**config.mk**
```make
export PLATFORM = sky130hd
export DESIGN_NAME = lsu_mem_master
export DESIGN_NICKNAME = d
export VERILOG_FILES = /design/src/rtl/lsu_mem_master.sv
export SDC_FILE = /design/constraint.sdc
export NUM_CORES = 1
export LEC_CHECK = 0
export CORE_MARGIN = 10
export CORE_UTILIZATION = 49
export DETAILED_ROUTE_END_ITERATION = 8
export PLACE_DENSITY = 0.9
export RECOVER_POWER = 25
export SLEW_MARGIN = 30
export SYNTH_ARGS = -nofsm -noshare
export SYNTH_HDL_FRONTEND = slang
export SYNTH_SLANG_ARGS = --single-unit
```
**constraint.sdc**
```tcl
create_clock -name clk -period 3.7 [get_ports clk]
set_input_delay 0.37 -clock clk [delete_from_list [all_inputs] [get_ports clk]]
set_output_delay 0.37 -clock clk [all_outputs]
set_load 0.01 [all_outputs]
```
**src/rtl/lsu_mem_master.sv**
```systemverilog
// Load/store initiator for the byte-addressed data memory port.
// Aligned requests take one beat; misaligned H/W requests are split into byte beats.
module lsu_mem_master #(
   parameter int MEM_BYTES        = 1024,
   parameter bit ALLOW_MISALIGNED = 1'b1
) (
   input  logic        clk,
   input  logic        rst,
   input  logic        req_valid,
   output logic        req_ready,
   input  logic        req_we,
   input  logic [2:0]  req_funct3,
   input  logic [31:0] req_addr,
   input  logic [31:0] req_wdata,
   output logic        resp_valid,
   input  logic        resp_ready,
   output logic [31:0] resp_rdata,
   output logic        resp_err,
   output logic [31:0] mem_addr,
   output logic [31:0] mem_write_data,
   output logic        mem_write,
   output logic        mem_read,
   output logic [2:0]  mem_funct3,
   input  logic [31:0] mem_read_data
);

   localparam logic [1:0] ST_IDLE   = 2'd0;
   localparam logic [1:0] ST_ACCESS = 2'd1;
   localparam logic [1:0] ST_RESP   = 2'd2;

   logic [1:0]  state_q, state_d;
   logic [1:0]  beat_q, beat_d;
   logic [1:0]  last_beat_q, last_beat_d;
   logic        split_q, split_d;
   logic        we_q, we_d;
   logic [2:0]  funct3_q, funct3_d;
   logic [31:0] addr_q, addr_d;
   logic [31:0] wdata_q, wdata_d;
   logic [31:0] buf_q, buf_d;
   logic [31:0] rdata_q, rdata_d;
   logic        err_q, err_d;

   // Request decode, evaluated on the live request inputs in IDLE.
   logic [32:0] req_size_m1;
   logic [32:0] req_last_addr;
   logic        req_bad_code;
   logic        req_bad_store;
   logic        req_out_of_range;
   logic        req_misaligned;
   logic        req_err;
   logic [1:0]  req_last_beat;

   always_comb begin
      case (req_funct3[1:0])
         2'b01:   req_size_m1 = 33'd1;
         2'b10:   req_size_m1 = 33'd3;
         default: req_size_m1 = 33'd0;
      endcase
   end

   assign req_last_addr    = {1'b0, req_addr} + req_size_m1;
   assign req_bad_code     = (req_funct3 == 3'b011) || (req_funct3[2:1] == 2'b11);
   assign req_bad_store    = req_we && req_funct3[2];
   assign req_out_of_range = req_last_addr >= 33'(MEM_BYTES);
   assign req_misaligned   = ((req_funct3[1:0] == 2'b01) && req_addr[0]) ||
                             ((req_funct3[1:0] == 2'b10) && (req_addr[1:0] != 2'b00));
   assign req_err          = req_bad_code || req_bad_store || req_out_of_range ||
                             (req_misaligned && !ALLOW_MISALIGNED);
   assign req_last_beat    = !req_misaligned ? 2'd0 :
                             ((req_funct3[1:0] == 2'b01) ? 2'd1 : 2'd3);

   // Buffer with the current beat's byte merged in, so the final beat can complete in one cycle.
   logic [31:0] buf_merged;
   genvar gi;
   generate
      for (gi = 0; gi < 4; gi++) begin : g_merge
         assign buf_merged[gi*8 +: 8] = (beat_q == 2'(gi)) ? mem_read_data[7:0] : buf_q[gi*8 +: 8];
      end
   endgenerate

   function automatic logic [31:0] extend_split(input logic [2:0] f3, input logic [31:0] b);
      if (f3[1:0] == 2'b01)
         return f3[2] ? {16'h0000, b[15:0]} : {{16{b[15]}}, b[15:0]};
      return b;
   endfunction

   logic        in_access;
   logic [7:0]  split_wbyte;

   assign in_access   = (state_q == ST_ACCESS);
   assign split_wbyte = wdata_q[{beat_q, 3'b000} +: 8];

   assign req_ready      = (state_q == ST_IDLE);
   assign resp_valid     = (state_q == ST_RESP);
   assign resp_rdata     = resp_valid ? rdata_q : 32'h0;
   assign resp_err       = resp_valid && err_q;
   assign mem_addr       = in_access ? (addr_q + {30'd0, beat_q}) : 32'h0;
   assign mem_write      = in_access && we_q;
   assign mem_read       = in_access && !we_q;
   assign mem_funct3     = !in_access ? 3'b000 :
                           (split_q ? (we_q ? 3'b000 : 3'b100) : funct3_q);
   assign mem_write_data = !in_access ? 32'h0 :
                           (split_q ? {24'h0, split_wbyte} : wdata_q);

   always_comb begin
      state_d     = state_q;
      beat_d      = beat_q;
      last_beat_d = last_beat_q;
      split_d     = split_q;
      we_d        = we_q;
      funct3_d    = funct3_q;
      addr_d      = addr_q;
      wdata_d     = wdata_q;
      buf_d       = buf_q;
      rdata_d     = rdata_q;
      err_d       = err_q;
      case (state_q)
         ST_IDLE: begin
            if (req_valid) begin
               we_d        = req_we;
               funct3_d    = req_funct3;
               addr_d      = req_addr;
               wdata_d     = req_wdata;
               beat_d      = 2'd0;
               last_beat_d = req_last_beat;
               split_d     = req_misaligned;
               buf_d       = 32'h0;
               rdata_d     = 32'h0;
               err_d       = req_err;
               state_d     = req_err ? ST_RESP : ST_ACCESS;
            end
         end
         ST_ACCESS: begin
            if (!we_q && split_q)
               buf_d = buf_merged;
            if (beat_q == last_beat_q) begin
               state_d = ST_RESP;
               if (!we_q)
                  rdata_d = split_q ? extend_split(funct3_q, buf_merged) : mem_read_data;
            end else begin
               beat_d = beat_q + 2'd1;
            end
         end
         ST_RESP: begin
            if (resp_ready)
               state_d = ST_IDLE;
         end
         default: state_d = ST_IDLE;
      endcase
   end

   always_ff @(posedge clk) begin
      if (rst) begin
         state_q     <= ST_IDLE;
         beat_q      <= 2'd0;
         last_beat_q <= 2'd0;
         split_q     <= 1'b0;
         we_q        <= 1'b0;
         funct3_q    <= 3'b000;
         addr_q      <= 32'h0;
         wdata_q     <= 32'h0;
         buf_q       <= 32'h0;
         rdata_q     <= 32'h0;
         err_q       <= 1'b0;
      end else begin
         state_q     <= state_d;
         beat_q      <= beat_d;
         last_beat_q <= last_beat_d;
         split_q     <= split_d;
         we_q        <= we_d;
         funct3_q    <= funct3_d;
         addr_q      <= addr_d;
         wdata_q     <= wdata_d;
         buf_q       <= buf_d;
         rdata_q     <= rdata_d;
         err_q       <= err_d;
      end
   end

endmodule

```
==> results.json <==
{
  "path_class": "flop to output port",
  "cts_tree": "yes",
  "layout_commonest_cell": "clkdlybuf4s50_1",
  "slew_viol_final": 0,
  "fp.coreArea_mm2": 0.0154,
  "grt_overflow": 0,
  "avgSynthCellArea_um2": 7.40,
  "power.switching_mw": 0.994,
  "routed_wl_um": 26100,
  "grt_util_all_layers": 0.234,
  "syn_to_final_growth_pct": 36.9,
  "cap_violations": 0,
  "critPathArrivalTime_ns": 3.14,
  "vias_per_cell": 5.74,
  "intPower_mw": 2.80,
  "ys_warn_count": 0,
  "slowest_stage": "or4_4",
  "path_cells": "ha_2 > fa_2 > nand4_1 > or4_4 > nand2b_4 > nor2_1 > nand2_1 > xor2_1 > nor2_1 > clkdlybuf4s50_1",
  "place_hpwl_um": 18600,
  "finalSetupViolations": 0,
  "synth_top_family_by_area": "simple AND/OR/NAND/NOR gates",
  "start_kind": "flop",
  "mappedNetlistArea_mm2": 0.00776,
  "fmax_mhz": 285,
  "synth_nets": 1166,
  "synthXorXnorAreaFrac": 0.0417,
  "route.detailed.drc": 0,
  "clock_sinks": 139,
  "ant_nets": 0,
  "slowest_delay_ns": 0.59,
  "power.total_mw": 3.80,
  "wl_per_cell_um": 18.1,
  "cts-root-buf": "clkbuf_16",
  "cp_max_fo": 5,
  "utilization": 0.692,
  "antenna_found_initial": 0,
  "layout-drive-gt1-share": 0.0697,
  "synthFlopType": "dfxtp_1",
  "worst_pin_slew_ns": 1.46,
  "synthAdderAreaFrac": 0.0229,
  "dieArea_mm2": 0.0213,
  "final_cell_mix": "201 x clkdlybuf4s50_1, 162 x nand2_1, 154 x a21oi_1",
  "dr_total_vias": 8283,
  "ioPinCount": 208,
  "synth_compound_area_frac": 0.174,
  "gp_congestion": 0.912,
  "peakVddDrop_mv": 0.328,
  "hold_depth": 2,
  "die_h_um": 146,
  "firstDrtPassIters": 6,
  "drt_iter0_drc": 607,
  "clockBufferDepth": 2,
  "p_seq_frac": 0.420,
  "fin_crit_sh": 0.948,
  "layoutNonFillerInstCount": 1444,
  "ys_seq_area_frac": 0.358,
  "outcome": "finished clean",
  "num_rows": 45,
  "synthMuxAreaShare": 0.0567,
  "netSwitchingFraction": 0.262,
  "synthSimpleGateAreaFrac": 0.305,
  "grt_pass1_wl_um": 41400,
  "clk_latency_ns": 0.43,
  "cp_common_cell": "nor2_1",
  "yosys_register_bits": 139,
  "port_buffers": 207,
  "synthArstFlopShare": 0,
  "clkPwrFrac": 0.469,
  "first_global_vias": 8150,
  "grt_max_degree": 95,
  "dp_cells": 1410,
  "min_period_ns": 3.51,
  "r2r_start": "beat_q[1]",
  "p_leak_nw": 3.81,
  "slew_headroom": 0.0249,
  "cp-startpoint": "beat_q[0]",
  "tns_ns": 0,
  "critPathRequiredTime_ns": 3.33,
  "min_from": "rst",
  "antenna_cells": 0,
  "clock_skew_ns": 0.00724,
  "initial_core_util": 0.505,
  "synth_edf_count": 0,
  "final-hold-violation-count": 0,
  "rsz0062_at_grt": "false",
  "htree_levels": 4,
  "power.density_mw_per_mm2": 357,
  "hold_class": "primary input to flop",
  "synth.distinct_cells": 49,
  "syn_inst": 1049,
  "fin_nets": 1337,
  "cp-end-kind": "output port",
  "pwr-share-comb": 0.112,
  "reg2reg_depth": 11,
  "cts.clk_slew.worst_paths_ns": 0.06,
  "cts_buffers": 17,
  "die_w_um": 146
}
## synthesized netlist by cell type (2+ instances only)
library cell    n  area (µm²)
xor2_1         17         149
and2_1         63         394
a211o_1         2        17.5
nand4_1        18         113
or3_1          10        62.6
a21o_1          2        15.0
o21bai_1        2        15.0
ha_1           11         138
mux2i_1        35         350
nor2_1        121         454
or4_1           2        15.0
dfxtp_1       139        2780
a22oi_1        17         128
mux2_2          8        90.1
a31oi_1         4        25.0
xnor2_1        20         175
o22ai_1         8        50.1
buf_1           6        22.5
a2111oi_0       9        78.8
nand3_1        34         170
a211oi_1        2        15.0
or3_2           2        15.0
clkbuf_1       67         251
and4_1          4        35.0
and3_1          6        37.5
nor3_1         33         165
a21oi_1       155         776
nor4_2          5        62.6
nand2b_1       20         125
nor2b_1         3        18.8
nand2_1       162         608
nor4_1          4        25.0
inv_1          10        37.5
o21ai_0        32         160
fa_1            2        40.0
## worst paths after layout
path	end	slack, ns
min reg2reg	wdata_q[1]	0.46
max reg2reg	rdata_q[16]	0.80
max	mem_addr[24]	0.19
min	addr_q[27]	0.44
## cells by family (layout without fill, tap and decap cells)
family | Yosys count | after routing
compound gates | 239 | 239
buf+inv | 84 | 268
mux | 43 | 43
simple gates | 494 | 494
xor+xnor | 37 | 37
flops | 139 | 139
fa+ha+maj | 13 | 13
## registers in the layout, indices dropped and copies added, names as in the netlist
signal,cells
addr_q,32
buf_q,32
rdata_q,32
wdata_q,32
funct3_q,3
beat_q,2
last_beat_q,2
state_q,2
err_q,1
we_q,1
## power by group through the flow
stage	sequential (mW)	clock, mW	combinational (mW)
global route	1.60	1.85	0.463
global placement	1.62	0	0.408
finish	1.59	1.78	0.424
CTS	1.59	1.78	0.418
detailed placement	1.62	0	0.414
floorplan	1.61	0	0.217
## stage by stage
| step | hold slack (ns) | setup slack, ns | area [µm²] |
|---|---|---|---|
| after floorplan | 0.433 | 0.850 | 7760 |
| after global placement | 0.438 | 0.236 | 9960 |
| after detailed placement | 0.449 | 0.166 | 9960 |
| after CTS | 0.459 | 0.000812 | 10600 |
| after global routing | 0.469 | 0.0223 | 10600 |
| final | 0.443 | 0.194 | 10600 |
## metal layers
layer  wire (µm)  track usage
met5           0            0
met1       10300        0.266
met4         876        0.101
met2       12200        0.383
met3        2710       0.0897
## final cells by class
class	instances	area [µm²]
clock buffer	17	425
clock inverter	15	186
fill	1216	4740
inverter	10	37.5
multi-input combinational	826	4720
sequential	139	2780
tap	211	264
timing repair buffer	226	2220
## critical path, delay by kind of cell, from the launching register on
family                   cells  cell delay, ns
adder cells (fa/ha/maj)      2            0.43
flip-flops                   1            0.35
buffers and inverters        1            0.55
XOR/XNOR                     1            0.15
AND/OR/NAND/NOR              6            1.23
## repair_timing
action | 4_1_cts | 5_1_grt
setup buffers | 1 | 1
pin swaps | 0 | 0
endpoints found under the setup margin | 6 | 5
gates resized for setup | 7 | 6
hold buffers | 0 | 0
Power figures use the tool's default switching activity.
